--- config.mk ---
export PLATFORM = sky130hd
export DESIGN_NAME = hazard_controller_flat
export DESIGN_NICKNAME = d
export VERILOG_FILES = /design/src/rtl/hazard_controller_if.sv /design/src/rtl/hazard_controller.sv /design/src/flat_wrapper.sv
export SDC_FILE = /design/constraint.sdc
export NUM_CORES = 1
export LEC_CHECK = 0
export CELL_PAD_IN_SITES_DETAIL_PLACEMENT = 1
export CELL_PAD_IN_SITES_GLOBAL_PLACEMENT = 2
export CORE_ASPECT_RATIO = 1.5
export CORE_MARGIN = 2
export CORE_UTILIZATION = 26
export CTS_CLUSTER_SIZE = 40
export DETAILED_ROUTE_END_ITERATION = 6
export PLACE_DENSITY_LB_ADDON = 0.12
export SLEW_MARGIN = 20
export SYNTH_ARGS = -nofsm -noshare
export SYNTH_HDL_FRONTEND = slang
export SYNTH_SLANG_ARGS = --single-unit
export TNS_END_PERCENT = 1
--- constraint.sdc ---
create_clock -name clk -period 7 [get_ports clk]
set_clock_uncertainty 0.15 [all_clocks]
set_input_delay 2.1 -clock clk [delete_from_list [all_inputs] [get_ports clk]]
set_output_delay 2.1 -clock clk [all_outputs]
set_load 0.03 [all_outputs]
--- src/rtl/hazard_controller_if.sv ---
// Bundle between the pipeline datapath and the hazard controller: hazard
// sources flow in, PC/latch enables, flushes and status flow back out.
interface hazard_controller_if #(
    parameter int REG_W = 5,
    parameter int CNT_W = 16
);
    logic             ihit;
    logic             dhit;
    logic             dREN_mem;
    logic             dWEN_mem;
    logic             mem_read_ex;
    logic [REG_W-1:0] wsel_ex;
    logic [REG_W-1:0] rsel1_id;
    logic [REG_W-1:0] rsel2_id;
    logic             uses_rs2_id;
    logic             redirect_mem;
    logic             halt_mem;

    logic             pc_en;
    logic             en_ifid;
    logic             en_idex;
    logic             en_exmem;
    logic             en_memwb;
    logic             flush_ifid;
    logic             flush_idex;
    logic             flush_exmem;
    logic             halted;
    logic [CNT_W-1:0] stall_cycles;

    // Pipeline side: drives hazard sources, consumes the control outputs.
    modport master (
        output ihit, dhit, dREN_mem, dWEN_mem, mem_read_ex, wsel_ex,
               rsel1_id, rsel2_id, uses_rs2_id, redirect_mem, halt_mem,
        input  pc_en, en_ifid, en_idex, en_exmem, en_memwb,
               flush_ifid, flush_idex, flush_exmem, halted, stall_cycles
    );

    // Controller side.
    modport slave (
        input  ihit, dhit, dREN_mem, dWEN_mem, mem_read_ex, wsel_ex,
               rsel1_id, rsel2_id, uses_rs2_id, redirect_mem, halt_mem,
        output pc_en, en_ifid, en_idex, en_exmem, en_memwb,
               flush_ifid, flush_idex, flush_exmem, halted, stall_cycles
    );
endinterface

--- src/rtl/hazard_controller.sv ---
// Pipeline sequencing controller for the 5-stage core: resolves D-cache waits,
// HALT, MEM-stage redirects, load-use and I-fetch misses; counts stall cycles.
module hazard_controller #(
    parameter int REG_W = 5,
    parameter int CNT_W = 16
) (
    input  logic                clk,
    input  logic                rst_n,
    hazard_controller_if.slave  hz
);
    typedef enum logic [1:0] {
        ST_RUN    = 2'd0,
        ST_DWAIT  = 2'd1,
        ST_HALTED = 2'd2
    } state_t;

    state_t           state_reg, state_next;
    logic [CNT_W-1:0] stall_cnt_reg, stall_cnt_next;

    logic pc_en, en_ifid, en_idex, en_exmem, en_memwb;
    logic flush_ifid, flush_idex, flush_exmem, halted;
    logic dmem_wait, load_use;

    assign dmem_wait = (hz.dREN_mem || hz.dWEN_mem) && !hz.dhit;

    // Register 0 is hardwired zero, so a load targeting it never creates a dependency.
    assign load_use = hz.mem_read_ex && (hz.wsel_ex != '0) &&
                      ((hz.wsel_ex == hz.rsel1_id) ||
                       (hz.uses_rs2_id && (hz.wsel_ex == hz.rsel2_id)));

    always_ff @(posedge clk or negedge rst_n) begin
        if (!rst_n) begin
            state_reg     <= ST_RUN;
            stall_cnt_reg <= '0;
        end else begin
            state_reg     <= state_next;
            stall_cnt_reg <= stall_cnt_next;
        end
    end

    always_comb begin
        state_next  = state_reg;
        pc_en       = 1'b0;
        en_ifid     = 1'b0;
        en_idex     = 1'b0;
        en_exmem    = 1'b0;
        en_memwb    = 1'b0;
        flush_ifid  = 1'b0;
        flush_idex  = 1'b0;
        flush_exmem = 1'b0;
        halted      = 1'b0;

        if (rst_n) begin
            case (state_reg)
                ST_HALTED: begin
                    halted = 1'b1;
                end
                default: begin
                    // RUN and DWAIT share one priority chain; DWAIT merely records
                    // that the previous cycle was a D-cache wait.
                    state_next = ST_RUN;
                    if (dmem_wait) begin
                        state_next = ST_DWAIT;
                    end else if (hz.halt_mem) begin
                        en_memwb   = 1'b1;
                        state_next = ST_HALTED;
                    end else if (hz.redirect_mem) begin
                        pc_en       = 1'b1;
                        en_ifid     = 1'b1;
                        en_idex     = 1'b1;
                        en_exmem    = 1'b1;
                        en_memwb    = 1'b1;
                        flush_ifid  = 1'b1;
                        flush_idex  = 1'b1;
                        flush_exmem = 1'b1;
                    end else if (load_use) begin
                        en_idex    = 1'b1;
                        flush_idex = 1'b1;
                        en_exmem   = 1'b1;
                        en_memwb   = 1'b1;
                    end else if (!hz.ihit) begin
                        en_ifid    = 1'b1;
                        flush_ifid = 1'b1;
                        en_idex    = 1'b1;
                        en_exmem   = 1'b1;
                        en_memwb   = 1'b1;
                    end else begin
                        pc_en    = 1'b1;
                        en_ifid  = 1'b1;
                        en_idex  = 1'b1;
                        en_exmem = 1'b1;
                        en_memwb = 1'b1;
                    end
                end
            endcase
        end
    end

    // Saturating count of PC-stalled cycles; the halt-entry cycle counts, HALTED does not.
    always_comb begin
        stall_cnt_next = stall_cnt_reg;
        if (!pc_en && (state_reg != ST_HALTED) && (stall_cnt_reg != {CNT_W{1'b1}})) begin
            stall_cnt_next = stall_cnt_reg + 1'b1;
        end
    end

    assign hz.pc_en        = pc_en;
    assign hz.en_ifid      = en_ifid;
    assign hz.en_idex      = en_idex;
    assign hz.en_exmem     = en_exmem;
    assign hz.en_memwb     = en_memwb;
    assign hz.flush_ifid   = flush_ifid;
    assign hz.flush_idex   = flush_idex;
    assign hz.flush_exmem  = flush_exmem;
    assign hz.halted       = halted;
    assign hz.stall_cycles = stall_cnt_reg;
endmodule

--- src/flat_wrapper.sv ---
// flat-port wrapper written by rule: the top's interface ports become plain ports
module hazard_controller_flat 
#(
    parameter int REG_W = 5,
    parameter int CNT_W = 16
)
  (clk, rst_n, hz_ihit, hz_dhit, hz_dREN_mem, hz_dWEN_mem, hz_mem_read_ex, hz_wsel_ex, hz_rsel1_id, hz_rsel2_id, hz_uses_rs2_id, hz_redirect_mem, hz_halt_mem, hz_pc_en, hz_en_ifid, hz_en_idex, hz_en_exmem, hz_en_memwb, hz_flush_ifid, hz_flush_idex, hz_flush_exmem, hz_halted, hz_stall_cycles);
  hazard_controller_if #(.REG_W(REG_W), .CNT_W(CNT_W)) hz_i ();
  input  logic clk;
  input  logic rst_n;
  input wire logic [$bits(hz_i.ihit)-1:0] hz_ihit;
  input wire logic [$bits(hz_i.dhit)-1:0] hz_dhit;
  input wire logic [$bits(hz_i.dREN_mem)-1:0] hz_dREN_mem;
  input wire logic [$bits(hz_i.dWEN_mem)-1:0] hz_dWEN_mem;
  input wire logic [$bits(hz_i.mem_read_ex)-1:0] hz_mem_read_ex;
  input wire logic [$bits(hz_i.wsel_ex)-1:0] hz_wsel_ex;
  input wire logic [$bits(hz_i.rsel1_id)-1:0] hz_rsel1_id;
  input wire logic [$bits(hz_i.rsel2_id)-1:0] hz_rsel2_id;
  input wire logic [$bits(hz_i.uses_rs2_id)-1:0] hz_uses_rs2_id;
  input wire logic [$bits(hz_i.redirect_mem)-1:0] hz_redirect_mem;
  input wire logic [$bits(hz_i.halt_mem)-1:0] hz_halt_mem;
  output wire logic [$bits(hz_i.pc_en)-1:0] hz_pc_en;
  output wire logic [$bits(hz_i.en_ifid)-1:0] hz_en_ifid;
  output wire logic [$bits(hz_i.en_idex)-1:0] hz_en_idex;
  output wire logic [$bits(hz_i.en_exmem)-1:0] hz_en_exmem;
  output wire logic [$bits(hz_i.en_memwb)-1:0] hz_en_memwb;
  output wire logic [$bits(hz_i.flush_ifid)-1:0] hz_flush_ifid;
  output wire logic [$bits(hz_i.flush_idex)-1:0] hz_flush_idex;
  output wire logic [$bits(hz_i.flush_exmem)-1:0] hz_flush_exmem;
  output wire logic [$bits(hz_i.halted)-1:0] hz_halted;
  output wire logic [$bits(hz_i.stall_cycles)-1:0] hz_stall_cycles;
  assign hz_i.ihit = hz_ihit;
  assign hz_i.dhit = hz_dhit;
  assign hz_i.dREN_mem = hz_dREN_mem;
  assign hz_i.dWEN_mem = hz_dWEN_mem;
  assign hz_i.mem_read_ex = hz_mem_read_ex;
  assign hz_i.wsel_ex = hz_wsel_ex;
  assign hz_i.rsel1_id = hz_rsel1_id;
  assign hz_i.rsel2_id = hz_rsel2_id;
  assign hz_i.uses_rs2_id = hz_uses_rs2_id;
  assign hz_i.redirect_mem = hz_redirect_mem;
  assign hz_i.halt_mem = hz_halt_mem;
  assign hz_pc_en = hz_i.pc_en;
  assign hz_en_ifid = hz_i.en_ifid;
  assign hz_en_idex = hz_i.en_idex;
  assign hz_en_exmem = hz_i.en_exmem;
  assign hz_en_memwb = hz_i.en_memwb;
  assign hz_flush_ifid = hz_i.flush_ifid;
  assign hz_flush_idex = hz_i.flush_idex;
  assign hz_flush_exmem = hz_i.flush_exmem;
  assign hz_halted = hz_i.halted;
  assign hz_stall_cycles = hz_i.stall_cycles;
  hazard_controller #(.REG_W(REG_W), .CNT_W(CNT_W)) u_core (.clk(clk), .rst_n(rst_n), .hz(hz_i));
endmodule
### Yosys cells after proc, flatten, opt, wreduce, memory -nomap -nowiden

Index checks and enable logic that the tools add are counted.

* register bits after elaboration: 18
* bits of input ports: 25
* output and inout port bits: 25
* logic and storage cells: 63

* $add $sub $neg: 1
* equality and inequality tests: 5
* multiplexer cells: 42
* bitwise logic cells: 1
* reductions and logical operators: 12

Operator list (count)
* $mux 1: 40
* $add 16x1->16 const B: 1
* $ne 16x16->1 const B: 1
* $eq 5x5->1: 2
* $logic_and 1x1->1: 6
* $reduce_bool 5->1: 1
* $mux 2: 2
* $eq 2x2->1 const B: 1
* $logic_not 1->1: 2
* $logic_or 1x1->1: 2
* $ne 2x2->1 const B: 1
* $reduce_and 2->1: 1
* $not 1->1: 1

### Longest topological paths before layout

* word-level depth: 13
* depth in mapped cells: 7
* gate-level depth less buffers: 7

### Worst setup path before layout

No wires, ideal clock.

* path type: input to output
* start: in hz_dWEN_mem
* end: out hz_flush_ifid
* arrival: 4.116 ns
* required time: 4.750 ns
* slack: 0.634 ns
* cell stages on the path: 5
* buffers on the path: 0
* cells stage by stage: o21ba_2 nor3b_2 and2b_1 nand2b_1 o21ai_0

* longest elaborated chain between the ends: 5

Ends and longest elaborated chain
* from (decl): RTL line flat_wrapper.sv:14 `input wire logic [$bits(hz_i.dWEN_mem)-1:0] hz_dWEN_mem;`
* $logic_or 1x1->1: RTL line hazard_controller.sv:24 `assign dmem_wait = (hz.dREN_mem || hz.dWEN_mem) && !hz.dhit;`
* $logic_and 1x1->1: RTL line hazard_controller.sv:24
* $mux 1: RTL line hazard_controller.sv:62 `if (dmem_wait) begin`
* $mux 1: RTL line hazard_controller.sv:54 `case (state_reg)`
* $mux 1: RTL line hazard_controller.sv:53 `if (rst_n) begin`
* to (decl): RTL line flat_wrapper.sv:27 `output wire logic [$bits(hz_i.flush_ifid)-1:0] hz_flush_ifid;`

No other way between the ends.

### Worst setup path in the final report

* start: in hz_wsel_ex[1]
* end: out hz_flush_idex

* longest elaborated chain between the ends: 10
* elaborated cells between the ends (all ways): 13
* classes of those cells: 2 x eq/ne; 6 x mux; 5 x reduce/logical

Ends and longest elaborated chain
* from (decl): RTL line flat_wrapper.sv:16 `input wire logic [$bits(hz_i.wsel_ex)-1:0] hz_wsel_ex;`
* $eq 5x5->1: RTL line hazard_controller.sv:29 `(hz.uses_rs2_id && (hz.wsel_ex == hz.rsel2_id)));`
* $logic_and 1x1->1: RTL line hazard_controller.sv:29
* $logic_or 1x1->1: RTL line hazard_controller.sv:28 `((hz.wsel_ex == hz.rsel1_id) ||`
* $logic_and 1x1->1 *: RTL line hazard_controller.sv:27 `assign load_use = hz.mem_read_ex && (hz.wsel_ex != '0) &&`
* $mux 1 *: RTL line hazard_controller.sv:76 `end else if (load_use) begin`
* $mux 1 *: RTL line hazard_controller.sv:67 `end else if (hz.redirect_mem) begin`
* $mux 1 *: RTL line hazard_controller.sv:64 `end else if (hz.halt_mem) begin`
* $mux 1 *: RTL line hazard_controller.sv:62
* $mux 1 *: RTL line hazard_controller.sv:54
* $mux 1 *: RTL line hazard_controller.sv:53
* to (decl): RTL line flat_wrapper.sv:28 `output wire logic [$bits(hz_i.flush_idex)-1:0] hz_flush_idex;`

Every way passes the cells marked *; elsewhere a longest branch is shown, timed or not.

==> flow_summary.json <==
{
  "grt_pass1_wl_um": 5244,
  "ys_warn_count": 0,
  "cts_tree": "yes",
  "worst_slack_ps": 547.6,
  "top_layer": "met4",
  "async_reset_ff_share_pct": 100.0,
  "holdPathEnd": "u_core.hz.stall_cycles[14]",
  "clk_latency_ps": 250,
  "cp_data_required_time_ps": 4750,
  "path_cells": "clkdlybuf4s50_1 > xnor2_1 > nand3_1 > o22ai_1 > buf_4 > nor2b_1 > o21a_1 > clkdlybuf4s50_1",
  "nNetsFinal": 198,
  "cp_slowest_cell": "clkdlybuf4s50_1",
  "largest_register_ffs": 16,
  "grt_usage_pct": 13.78,
  "rrSetupSlack_ps": 4930,
  "cp_max_fo": 3,
  "startpoint_type": "primary input",
  "cp_top_family": "buffers and inverters",
  "h-tree-depth": 1,
  "antenna_found_initial": 0,
  "core_area_mm2": 0.004245,
  "vdd_drop_max_uv": 202.3,
  "synth_edf_count": 0,
  "min_path_cells": 1,
  "cts-buffers-inserted": 3,
  "seq_area_frac_synth_pct": 39.00,
  "r2r_end": "u_core.hz.stall_cycles[14]",
  "routedWlPerCell_um": 14.63,
  "synth_ff_type": "dfrtp_1",
  "rows": 29,
  "postCtsSetupBuffers": 0,
  "max_stage_delay_ps": 660,
  "period_needed_ps": 6452,
  "pre_cts_slack_ps": 525.1,
  "syn_nets": 144,
  "fmax_ghz": 0.1550,
  "die_area_mm2": 0.005002,
  "p_per_area_mw_per_mm2": 271.3,
  "die_w_um": 58.42,
  "gp_congestion": 0.7322,
  "path_common_cell": "clkdlybuf4s50_1",
  "synth_area_mm2": 0.001155,
  "routed-wl-met2_um": 1761,
  "ioPinCount": 50,
  "p_leak_uw": 0.0007336,
  "dr.pass1.iters": 4,
  "drt_wl_total_um": 3174,
  "post-route-period-util_pct": 92.18,
  "root_buffer": "clkbuf_8",
  "setup_violations": 0,
  "yosysTopAreaCellShare_pct": 39.00,
  "synth_area_leaders": "dfrtp_1 39%, xnor2_1 14%, xor2_1 5.3%",
  "overflow": 0,
  "ctsHoldBuffers": 0,
  "syn_inst": 118,
  "antenna_cells": 0,
  "relSlewSlack_pct": 64.90,
  "num_vias": 1069,
  "cts.clk_slew.worst_paths_ps": 70,
  "dp_hpwl_um": 2608,
  "rsz0062_at_grt": "false",
  "status": "finished, final reports clean",
  "cp-end-kind": "output pin",
  "io_buffers": 49,
  "synth_seq_cells": 18,
  "syn2layout_area_growth_pct": 51.68,
  "hp-class": "register to register",
  "hold_viol_final": 0,
  "die_h_um": 85.63,
  "cts_resized": 0,
  "tns_ps": 0,
  "syn_area_per_cell_um2": 9.787,
  "met3WireLength_um": 142,
  "cp_num_buf_inv": 3,
  "path_class": "primary input to output pin",
  "yosysTopAreaCell": "dfrtp_1",
  "drt_iter0_drc": 14,
  "r2r_start": "u_core.hz.stall_cycles[3]",
  "worst_slew_pin_slew_ps": 520.9,
  "viasPerCell": 4.926,
  "grt_max_degree": 21,
  "synth_cell_type_count": 36,
  "initial_core_util_pct": 27.20,
  "arrival_ps": 4200,
  "drcViolationCount": 0,
  "cts_max_path_buffers": 2,
  "ff2ff_path_depth": 6,
  "drive_gt1_share_pct": 11.70,
  "clock-sinks": 18,
  "synth_top_cells_by_count": "18 x dfrtp_1, 18 x xnor2_1, 14 x nand2_1",
  "final_max_slew_viol_count": 0,
  "drtAntennaViolNets": 0,
  "grt_pass1_vias": 1139,
  "routedLengthMet1_um": 1230,
  "fin_util_pct": 41.26,
  "min_from": "u_core.hz.stall_cycles[14]",
  "drv_cap": 0
}
## logic make-up after synthesis
group / Yosys count / share of synthesized area, %
AO/OA/AOI/OAI: 15 / 12.57
XOR/XNOR: 25 / 18.96
adder cells (fa/ha/maj): 1 / 1.083
buffers and inverters: 7 / 2.600
flip-flops: 18 / 39.00
multiplexers: 1 / 1.300
AND/OR/NAND/NOR: 51 / 24.49
## per-layer routing
| metal | vias to the layer above | GRT usage [%] |
|---|---|---|
| li1 | 512 | - |
| met1 | 518 | 14.15 |
| met2 | 37 | 26.46 |
| met3 | 2 | 1.659 |
| met4 | 0 | 6.342 |
| met5 | - | 0 |
## final cells by class
| type | instances | area [um^2] |
|---|---|---|
| Timing Repair Buffer | 51 | 495.5 |
| Inverter | 5 | 18.77 |
| Multi-Input combinational cell | 93 | 674.4 |
| Fill cell | 485 | 2494 |
| Tap cell | 46 | 57.56 |
| Clock buffer | 4 | 55.05 |
| Sequential cell | 18 | 450.4 |
## where the power goes
group	internal [uW]	total, uW	switching [uW]
Clock	50.0	86.9	37.0
Combinational	103	225	123
Sequential	130	163	33.0
Total	283	475	192
## layout by cell type (no fill, tap or decap)
master | Yosys | routed
clkdlybuf4s50_1 | 0 | 45
xnor2_1 | 18 | 18
dfrtp_1 | 18 | 18
nand2_1 | 14 | 14
nor2_1 | 10 | 10
xor2_1 | 7 | 7
nand3_1 | 6 | 6
buf_4 | 1 | 6
inv_1 | 5 | 5
nand4_1 | 5 | 5
clkbuf_8 | 0 | 4
nand2b_1 | 3 | 3
o21ai_0 | 3 | 3
nor2b_1 | 2 | 2
and3_1 | 2 | 2
nor3_1 | 2 | 2
or4_1 | 1 | 1
o21ai_2 | 1 | 1
o22ai_1 | 1 | 1
o21ba_2 | 1 | 1
nor3b_2 | 1 | 1
and2b_1 | 1 | 1
o21a_1 | 1 | 1
nor4_4 | 1 | 1
nor3_2 | 1 | 1
o41ai_2 | 1 | 1
o2bb2ai_4 | 1 | 1
mux2_4 | 1 | 1
a22o_1 | 1 | 1
a21oi_1 | 1 | 1
and4b_1 | 1 | 1
a32oi_1 | 1 | 1
a2111oi_2 | 1 | 1
a211oi_1 | 1 | 1
a21oi_2 | 1 | 1
and4_1 | 1 | 1
ha_1 | 1 | 1
## per-stage QoR
| step | instances | hold WS [ps] | cell area, um^2 | power [uW] |
|---|---|---|---|---|
| 2_1_floorplan | 118 | 325.3 | 1155 | 296.8 |
| 3_3_place_gp | 213 | 331.2 | 1697 | 386.3 |
| 3_5_place_dp | 213 | 342.8 | 1697 | 395.6 |
| 4_1_cts | 217 | 362.6 | 1752 | 484.3 |
| 5_1_grt | 217 | 391.3 | 1752 | 507.4 |
| 6_report | 217 | 352.7 | 1752 | 475.2 |
## worst reg2reg max path: stages (launching register included)
cell and delay [ps]:
dfrtp_1 460, nand4_1 230, nor3_1 380, a211oi_1 150, a21oi_2 320, nor3_1 110
xor2_1 150
## how the worst max path moves through the flow
stage | startpoint | end | slack, ps | cells past startpoint
detailed placement | hz_wsel_ex[1] | hz_flush_idex | 530 | 8
floorplan | hz_dWEN_mem | hz_flush_ifid | 630 | 5
global route | hz_wsel_ex[0] | hz_flush_idex | 410 | 8
finish | hz_wsel_ex[1] | hz_flush_idex | 550 | 8
global placement | hz_wsel_ex[1] | hz_flush_idex | 540 | 8
CTS | hz_wsel_ex[1] | hz_flush_idex | 510 | 8
Note: power is estimated with default switching activity, not from simulation.
